$ cat src/rtl/pipe_defs.sv
// Shared pipeline definitions for the hazard/stall control slice.
// Contents:
//   REG_ZERO                  - architectural zero register index
//   MULT_CYCLES_DEF           - default MDU busy cycles after a mult/multu
//   DIV_CYCLES_DEF            - default MDU busy cycles after a div/divu
//   MDU_CNT_W                 - width of the MDU busy counter
//   mdu_state_e               - MDU counter state (idle when count is zero)
//   mdu_load_val()            - reload value for a newly issued MDU operation
package pipe_defs;

  localparam logic [4:0]  REG_ZERO        = 5'd0;
  localparam int unsigned MULT_CYCLES_DEF = 5;
  localparam int unsigned DIV_CYCLES_DEF  = 10;
  localparam int unsigned MDU_CNT_W       = 4;

  typedef enum logic {
    MduIdle,
    MduBusy
  } mdu_state_e;

  function automatic logic [MDU_CNT_W-1:0] mdu_load_val(input logic        is_div,
                                                        input int unsigned mult_c,
                                                        input int unsigned div_c);
    return is_div ? MDU_CNT_W'(div_c) : MDU_CNT_W'(mult_c);
  endfunction

endpackage

$ cat src/rtl/mdu_busy_counter.sv
// Multi-cycle busy tracker for the multiply/divide unit.
// A 4-bit down-counter: idle at zero, loaded with the operation latency when an
// MDU operation issues in EX, then counts down to zero.
// Ports:
//   clk    - pipeline clock, rising edge
//   reset  - synchronous, active-low
//   start  - MDU operation issuing in EX this cycle
//   is_div - qualifies start: 1 = div/divu, 0 = mult/multu
//   busy   - MDU result not yet valid (depends on the counter register only)
module mdu_busy_counter
  import pipe_defs::*;
#(
  parameter int unsigned MULT_CYCLES = MULT_CYCLES_DEF,
  parameter int unsigned DIV_CYCLES  = DIV_CYCLES_DEF
) (
  input  logic clk,
  input  logic reset,
  input  logic start,
  input  logic is_div,
  output logic busy
);

  logic [MDU_CNT_W-1:0] r_cnt;
  mdu_state_e           w_state;

  always_comb begin
    w_state = (r_cnt == '0) ? MduIdle : MduBusy;
  end

  // A start while busy is dropped: the ID-stage MDU stall keeps a second MDU
  // op from reaching EX until the counter has drained.
  always_ff @(posedge clk) begin
    if (!reset) begin
      r_cnt <= '0;
    end else begin
      unique case (w_state)
        MduIdle: if (start) r_cnt <= mdu_load_val(is_div, MULT_CYCLES, DIV_CYCLES);
        MduBusy: r_cnt <= r_cnt - MDU_CNT_W'(1);
        default: r_cnt <= '0;
      endcase
    end
  end

  assign busy = (r_cnt != '0);

endmodule

$ cat src/rtl/hazard_stall_ctrl.sv
// Stall/flush controller for the 5-stage pipeline.
// Detects load-use hazards between ID and EX and, when HAZARD_MDU_STALL_EN is
// defined, HI/LO access in ID while the multiply/divide unit is busy or issuing.
// A stall freezes PC and IF/ID and bubbles ID/EX in the same cycle.
// Configuration macro: HAZARD_MDU_STALL_EN (undefined: load-use stalls only,
// MDU inputs ignored, mdu_busy tied low).
// Ports:
//   clk, reset      - clock (rising edge), synchronous active-low reset
//   id_rs, id_rt    - source register fields of the ID instruction
//   id_use_rs/rt    - ID instruction actually reads rs/rt
//   id_is_mdu       - ID instruction is mult/div/mfhi/mflo/mthi/mtlo
//   ex_rd           - destination register of the EX instruction
//   ex_is_load      - EX instruction is a load
//   ex_mdu_start    - EX instruction is mult/multu/div/divu
//   ex_mdu_is_div   - qualifies ex_mdu_start: 1 = div, 0 = mult
//   pc_en           - PC register write enable
//   if_id_en        - IF/ID register enable
//   id_ex_flush     - clear ID/EX to a nop on the next edge
//   mdu_busy        - MDU result not yet valid
//   stall_cnt       - saturating count of stalled cycles
module hazard_stall_ctrl
  import pipe_defs::*;
#(
  parameter int unsigned MULT_CYCLES = MULT_CYCLES_DEF,
  parameter int unsigned DIV_CYCLES  = DIV_CYCLES_DEF
) (
  input  logic        clk,
  input  logic        reset,
  input  logic [4:0]  id_rs,
  input  logic [4:0]  id_rt,
  input  logic        id_use_rs,
  input  logic        id_use_rt,
  input  logic        id_is_mdu,
  input  logic [4:0]  ex_rd,
  input  logic        ex_is_load,
  input  logic        ex_mdu_start,
  input  logic        ex_mdu_is_div,
  output logic        pc_en,
  output logic        if_id_en,
  output logic        id_ex_flush,
  output logic        mdu_busy,
  output logic [15:0] stall_cnt
);

  logic        w_load_use;
  logic        w_mdu_hazard;
  logic        w_stall;
  logic        w_stall_act;
  logic [15:0] r_stall_cnt;

  assign w_load_use = ex_is_load && (ex_rd != REG_ZERO) &&
                      ((id_use_rs && (id_rs == ex_rd)) || (id_use_rt && (id_rt == ex_rd)));

`ifdef HAZARD_MDU_STALL_EN
  mdu_busy_counter #(
    .MULT_CYCLES (MULT_CYCLES),
    .DIV_CYCLES  (DIV_CYCLES)
  ) u_mdu_busy_counter (
    .clk    (clk),
    .reset  (reset),
    .start  (ex_mdu_start),
    .is_div (ex_mdu_is_div),
    .busy   (mdu_busy)
  );

  // ex_mdu_start covers the issue cycle, before mdu_busy has risen.
  assign w_mdu_hazard = id_is_mdu && (mdu_busy || ex_mdu_start);
`else
  logic w_unused;
  assign w_unused     = ^{id_is_mdu, ex_mdu_start, ex_mdu_is_div,
                          MDU_CNT_W'(MULT_CYCLES), MDU_CNT_W'(DIV_CYCLES)};
  assign mdu_busy     = 1'b0;
  assign w_mdu_hazard = 1'b0;
`endif

  assign w_stall = w_load_use || w_mdu_hazard;

  // Outputs pass through while reset is held low.
  assign w_stall_act = reset && w_stall;

  always_comb begin
    pc_en       = !w_stall_act;
    if_id_en    = !w_stall_act;
    id_ex_flush = w_stall_act;
  end

  always_ff @(posedge clk) begin
    if (!reset) begin
      r_stall_cnt <= '0;
    end else if (w_stall && (r_stall_cnt != 16'hFFFF)) begin
      r_stall_cnt <= r_stall_cnt + 16'd1;
    end
  end

  assign stall_cnt = r_stall_cnt;

endmodule

$ cat config.mk
export PLATFORM = sky130hd
export DESIGN_NAME = hazard_stall_ctrl
export DESIGN_NICKNAME = d
export VERILOG_FILES = /design/src/rtl/pipe_defs.sv /design/src/rtl/mdu_busy_counter.sv /design/src/rtl/hazard_stall_ctrl.sv
export SDC_FILE = /design/constraint.sdc
export NUM_CORES = 1
export LEC_CHECK = 0
export ABC_AREA = 1
export CORE_UTILIZATION = 35
export DETAILED_ROUTE_END_ITERATION = 10
export SLEW_MARGIN = 15
export SYNTH_ARGS = -nofsm -noshare
export SYNTH_HDL_FRONTEND = slang
export SYNTH_SLANG_ARGS = --single-unit
$ cat constraint.sdc
create_clock -name clk -period 2.2 [get_ports clk]
set_input_delay 0.44 -clock clk [delete_from_list [all_inputs] [get_ports clk]]
set_output_delay 0.44 -clock clk [all_outputs]
set_load 0.05 [all_outputs]
==> impl_metrics.csv, run 1 <==
group,metric,value,unit
yosys,synth.cell_area,0.001265,mm2
critical_path,required,1.76,ns
yosys,ys_seq_elements,16,
clocking,cts_setup_buffers,0,
sta,period_minus_slack,2.090,ns
final_layout,drive_gt1_share,11.46,%
critical_path,end_kind,"output port",
sta,finalCritPeriodShare,95.02,%
critical_path,critPathLaunchType,"input pin",
yosys,ys_seq_area_share,25.32,%
run_status,outcome,"complete, no violations",
grt,grt_pass1_wl,5.464,mm
sta,setup_viol,0,
critical_path,crit_top_cell,"nand2_1",
yosys,ys_types,29,
yosys,synth_edf_count,0,
final_layout,largest_register_ffs,16,
power,powerDensity,328.2,mW/mm2
sta,rsz0062_at_grt,"no",
yosys,async_flop_share,0,%
placed_design,dpl-instance-area,0.001704,mm2
yosys,synth_top_area_share,25.32,%
yosys,ys.flop_type,"dfxtp_1",
hold_path,min_path_type,"register to register",
power,p_int,409.7,uW
grt,antenna_found_initial,0,
critical_path,crit_chain,"clkdlybuf4s50_1 > inv_1 > nand2_1 > nand2_1 > nor2_1 > nand3_1 > nand2_2 > nand3_4 > clkinvlp_4 > buf_12",
clocking,cts_tree,"yes",
final_layout,fin_area,0.001750,mm2
job,cap_violations,0,
placed_design,hpwl,2.362,mm
grt,grt_pass1_vias,1250,
sta,slew_violations,0,
clocking,clkSlewWorstSetupHoldPaths,0.09,ns
power,p_sw_share,28.68,%
power,p_seq_share,51.5,%
sta,fin_skew,0.004425,ns
floorplanning,io_pins,43,
yosys,synth_area_per_cell,5.911,um2
power,clkPwrFrac,27.4,%
power,power_leakage,0.7741,nW
clocking,cts-buffers-inserted,3,
clocking,cts.sinks,16,
grt,grt_max_degree,20,
floorplanning,std_cell_rows,21,
yosys,postSynthNetCount,238,
critical_path,arrival,1.65,ns
clocking,clk_path_buf_depth,2,
routing,dr.first_iter.drc_count,58,
clocking,htree_levels,1,
critical_path,cp_max_fo,3,
yosys,synth_common_cells,"nand2_1, nor2_1, inv_1, dfxtp_1, nand4_1",
critical_path,cpMaxStageDelayCell,"clkdlybuf4s50_1",
placed_design,dp.cells,296,
floorplanning,die_x,62.12,um
grt,grt_overflow,0,
power,combPwrFrac,21.1,%
clocking,cts_root_buf,"clkbuf_4",
grt,grtUsageTotal,17.50,%
yosys,synthCells,214,
final_layout,final_nets,279,
routing,wl,3.106,mm
yosys,yosysWarnings,0,
routing,drt_pass1_iterations,5,
power,ir_worst_vdd,0.1485,mV
floorplanning,die-area,0.003859,mm2
final_layout,area_growth_syn_to_layout,38.38,%
floorplanning,die_y,62.12,um
floorplanning,core,0.003390,mm2
critical_path,worst_path_largest_cell_delay,0.49,ns
critical_path,path_class,"input pin to output port",
routing,vias,1374,
placed_design,routabilityCongestion,0.8024,
routing,route.detailed.drc,0,
power,finalPower,574.6,uW
final_layout,fin_cells,299,
final_layout,final_util,51.64,%
yosys,yosysMostFrequentCell,"nand2_1",
placed_design,port_buffers,38,
final_layout,num_antenna_cells,0,
clocking,insertion_delay,0.29,ns
power,p_sw,164.8,uW
floorplanning,initial_core_util,37.32,%
sta,fmax,478.4,MHz
routing,final_antenna_net_count,0,
sta,tightest_slew,0.4957,ns
sta,hold_viol,0,
routing,wire_per_inst,10.39,um
sta,slew_headroom,66.85,%
routing,via_per_inst,4.595,
yosys,netlist_top_cells_area,"dfxtp_1, nand2_1, nor2_1",
yosys,yosysTopAreaCell,"dfxtp_1",
[cells in the final DEF, fill, tap and decap left out, types with 3 or more instances in the layout]
cell,netlist,routed
nand2_1,71,70
nor2_1,32,31
clkdlybuf4s50_1,0,29
inv_1,27,24
dfxtp_1,16,16
nand4_1,13,13
nand3_1,11,10
a21oi_1,9,9
xor2_1,6,6
buf_4,2,6
dlymetal6s2s_1,0,5
nand2_2,3,4
inv_2,1,3
xnor2_1,3,3
clkbuf_4,0,3
[cells by family (layout without fill, tap and decap cells)]
group / Yosys count / after routing / share of synthesized area, %
flops: 16 / 16 / 25.32
fa+ha+maj: 1 / 1 / 0.9890
other cells: 1 / 1 / 0.2965
simple gates: 140 / 140 / 50.05
xor+xnor: 9 / 9 / 6.232
compound gates: 11 / 11 / 4.648
buf+inv: 36 / 75 / 12.46
[worst max-delay path, delay by kind of cell]
| family | cells | cell delay (ns) |
|---|---|---|
| buf+inv | 4 | 0.76 |
| simple gates | 6 | 0.46 |
[layout make-up]
| class | count | area (um2) |
|---|---|---|
| repair buffers | 42 | 426.7 |
| multi-input cells | 162 | 804.5 |
| flip-flops and latches | 16 | 320.3 |
| clock buffers | 3 | 22.52 |
| well taps | 46 | 57.56 |
| fillers | 354 | 1639 |
| inverters | 30 | 118.9 |
[power groups by stage]
stage	sequential [mW]	clock (mW)	combinational, mW
2_1_floorplan	0.311	0	0.0569
3_3_place_gp	0.303	0	0.121
3_5_place_dp	0.302	0	0.122
4_1_cts	0.296	0.164	0.121
5_1_grt	0.297	0.177	0.135
6_report	0.296	0.157	0.121
[path summary, 6_finish.rpt]
check                       startpoint                   endpoint  slack, ns  cells past startpoint
max                           id_rs[0]                id_ex_flush       0.11                     10
min          stall_cnt[1]$_SDFFE_PN0P_  stall_cnt[1]$_SDFFE_PN0P_       0.53                      2
max reg2reg  stall_cnt[0]$_SDFFE_PN0P_  stall_cnt[7]$_SDFFE_PN0P_       0.46                      9
min reg2reg  stall_cnt[1]$_SDFFE_PN0P_  stall_cnt[1]$_SDFFE_PN0P_       0.53                      2
[repair_timing]
action / 4_1_cts / 5_1_grt
gates cloned: 0 / 0
pin swaps: 0 / 1
hold buffers: 0 / 0
gates resized for setup: 1 / 10
endpoints found under the setup margin: 1 / 3
[metrics by stage]
| step | TNS, ns | hold WS (ns) | worst slack [ns] |
|---|---|---|---|
| 4_1_cts | 0 | 0.5270 | 0.0006322 |
| 6_report | 0 | 0.5333 | 0.1096 |
| 5_1_grt | 0 | 0.5512 | 0.001896 |
| 2_1_floorplan | 0 | 0.7154 | 0.009035 |
| 3_5_place_dp | -0.008604 | 0.5147 | -0.008604 |
| 3_3_place_gp | -0.02112 | 0.5071 | -0.01530 |
[per-layer routing]
layer	part of all wire [%]	wire, um	track usage, %
met1	49	1508	21.90
met3	4.7	146	3.309
met2	45	1407	30.08
met4	1.4	43	5.523
met5	0	0	0
No activity file was read; power rests on OpenSTA's default activity.
==> run 2, diff against run 1 <==
--- a/config.mk
+++ b/config.mk
@@ -7,7 +7,9 @@
 export LEC_CHECK = 0
 export ABC_AREA = 1
 export CORE_UTILIZATION = 35
+export CTS_CLUSTER_DIAMETER = 50
 export DETAILED_ROUTE_END_ITERATION = 10
+export HOLD_SLACK_MARGIN = 0.15
 export SLEW_MARGIN = 15
 export SYNTH_ARGS = -nofsm -noshare
 export SYNTH_HDL_FRONTEND = slang
==> results of run 2 <==
Final layout, timing and power as in run 1 (identical DEF).
==> run 3, diff against run 2 <==
--- a/config.mk
+++ b/config.mk
@@ -10,6 +10,7 @@
 export CTS_CLUSTER_DIAMETER = 50
 export DETAILED_ROUTE_END_ITERATION = 10
 export HOLD_SLACK_MARGIN = 0.15
+export SKIP_CTS_REPAIR_TIMING = 1
 export SLEW_MARGIN = 15
 export SYNTH_ARGS = -nofsm -noshare
 export SYNTH_HDL_FRONTEND = slang
==> run 3 against run 2 <==
  * First-iteration DRC count is the same
  * Clock power barely moved
  * Sequential cell count unchanged
  * Cell area is 0.21% higher
  * Worst setup slack barely moved
  * Wire length increased by 0.23%
  * Clock-buffer cell count stayed put
  * Clock skew hardly changed
  * Cell count unchanged
  * Die area unchanged
  * Non-clock buffer count unchanged
  * Combinational power barely moved
==> impl_metrics.csv, run 3 (synthesized netlist as in run 1, its figures left out) <==
group,metric,value,unit
run_status,outcome,"complete, no violations",
final_layout,fin_cells,299,
clocking,cts_root_buf,"clkbuf_4",
critical_path,crit_top_cell,"nand2_1",
floorplanning,die-area,0.003859,mm2
hold_path,min_path_type,"register to register",
critical_path,arrival,1.65,ns
placed_design,routabilityCongestion,0.8024,
floorplanning,core,0.003390,mm2
final_layout,largest_register_ffs,16,
clocking,cts.sinks,16,
critical_path,critPathLaunchType,"input pin",
routing,wl_met3,141,um
final_layout,final_nets,279,
floorplanning,die_x,62.12,um
critical_path,cpMaxStageDelayCell,"clkdlybuf4s50_1",
critical_path,path_class,"input pin to output port",
routing,highest_layer,"met4",
routing,vias,1366,
sta,slew_headroom,66.85,%
placed_design,dp_slack,-0.008604,ns
sta,hold_viol,0,
routing,wire_per_inst,10.41,um
critical_path,required,1.76,ns
sta,tightest_slew,0.4957,ns
placed_design,hpwl,2.362,mm
sta,rsz0062_at_grt,"no",
power,power_leakage,0.7819,nW
placed_design,port_buffers,38,
routing,final_antenna_net_count,0,
grt,grt_pass1_vias,1249,
critical_path,crit_buf_inv,4,
routing,via_per_inst,4.569,
final_layout,final_cell_mix,"nand2_1, nor2_1, clkdlybuf4s50_1",
power,powerDensity,327.8,mW/mm2
routing,met2_length,1.399,mm
sta,finalWorstSetupSlack,0.1096,ns
grt,grtUsageTotal,17.50,%
final_layout,mostFrequentLayoutCell,"nand2_1",
final_layout,area_growth_syn_to_layout,38.67,%
placed_design,dp.cells,296,
floorplanning,io_pins,43,
final_layout,fin_area,0.001754,mm2
clocking,cts-buffers-inserted,3,
final_layout,nFillCells,353,
routing,dr.first_iter.drc_count,58,
placed_design,dpl-instance-area,0.001704,mm2
final_layout,num_antenna_cells,0,
power,ir_worst_vdd,0.1485,mV
sta,finalCritPeriodShare,95.02,%
sta,setup_viol,0,
final_layout,multi_input_area,804.5,um2
critical_path,end_kind,"output port",
clocking,htree_levels,1,
floorplanning,die_y,62.12,um
routing,route.detailed.drc,0,
grt,grt_max_degree,20,
routing,drt_pass1_iterations,5,
routing,wl_met1,1.528,mm
grt,antenna_found_initial,0,
grt,grt_pass1_wl,5.464,mm
critical_path,cp_max_fo,3,
clocking,clk_path_buf_depth,2,
sta,fmax,478.4,MHz
sta,slew_violations,0,
critical_path,worst_path_largest_cell_delay,0.49,ns
final_layout,ff_latch_area,320.3,um2
clocking,clkSlewWorstSetupHoldPaths,0.09,ns
final_layout,drive_gt1_share,11.46,%
floorplanning,initial_core_util,37.32,%
clocking,insertion_delay,0.29,ns
floorplanning,std_cell_rows,21,
routing,wl,3.113,mm
clocking,cts_tree,"yes",
sta,period_minus_slack,2.090,ns
critical_path,crit_chain,"clkdlybuf4s50_1 > inv_1 > nand2_1 > nand2_1 > nor2_1 > nand3_1 > nand2_2 > nand3_4 > clkinvlp_4 > buf_12",
job,cap_violations,0,
critical_path,cp_top_family,"buffers and inverters",
grt,grt_overflow,0,
sta,fin_skew,0.004432,ns
==> run 3: cell types whose count changed in the layout (fill, tap and decap cells not counted), sizes merged <==
cell and change:
dlygate4sd2 -1, dlymetal6s2s +1
==> run 3: worst paths after layout <==
path              slack, ns                       start                    endpoint  cells after the start
setup / recovery       0.11                    id_rs[0]                 id_ex_flush                     10
hold / removal         0.53  stall_cnt[14]$_SDFFE_PN0P_  stall_cnt[14]$_SDFFE_PN0P_                      2
setup reg to reg       0.46   stall_cnt[0]$_SDFFE_PN0P_   stall_cnt[7]$_SDFFE_PN0P_                      9
hold reg to reg        0.53  stall_cnt[14]$_SDFFE_PN0P_  stall_cnt[14]$_SDFFE_PN0P_                      2
==> run 3: worst min-delay path, delay by kind of cell, from the launching register on <==
| family | cells | cell delay [ns] |
|---|---|---|
| AO/OA/AOI/OAI | 1 | 0.06 |
| AND/OR/NAND/NOR | 1 | 0.08 |
| flip-flops | 1 | 0.36 |
==> run 3: per-layer routing <==
metal | up-vias | global-route usage, %
li1 | 743 | -
met1 | 577 | 21.90
met2 | 41 | 30.08
met3 | 5 | 3.309
met4 | 0 | 5.523
met5 | - | 0
==> run 3: per-stage QoR <==
step / setup TNS (ns) / power (mW) / hold slack (ns) / util [%]
2_1_floorplan: 0 / 0.3681 / 0.7154 / -
3_3_place_gp: -0.02112 / 0.4237 / 0.5071 / 50.28
3_5_place_dp: -0.008604 / 0.4240 / 0.5147 / 50.28
4_1_cts: -0.01219 / 0.5821 / 0.5270 / 50.94
5_1_grt: 0 / 0.6096 / 0.5512 / 51.75
6_report: 0 / 0.5750 / 0.5290 / 51.75
==> run 3: power breakdown <==
group	internal [mW]	switching [mW]	leakage, nW	total [mW]
clock	0.0637	0.0936	0.0138	0.157
combinational	0.0543	0.0676	0.639	0.122
sequential	0.292	0.00367	0.129	0.296
==> run 3: final cells by class <==
class	count	area share (%)
Clock buffer	3	1.284
Inverter	30	6.776
Multi-Input combinational cell	162	45.86
Sequential cell	16	18.26
Tap cell	46	3.281
Timing Repair Buffer	42	24.54
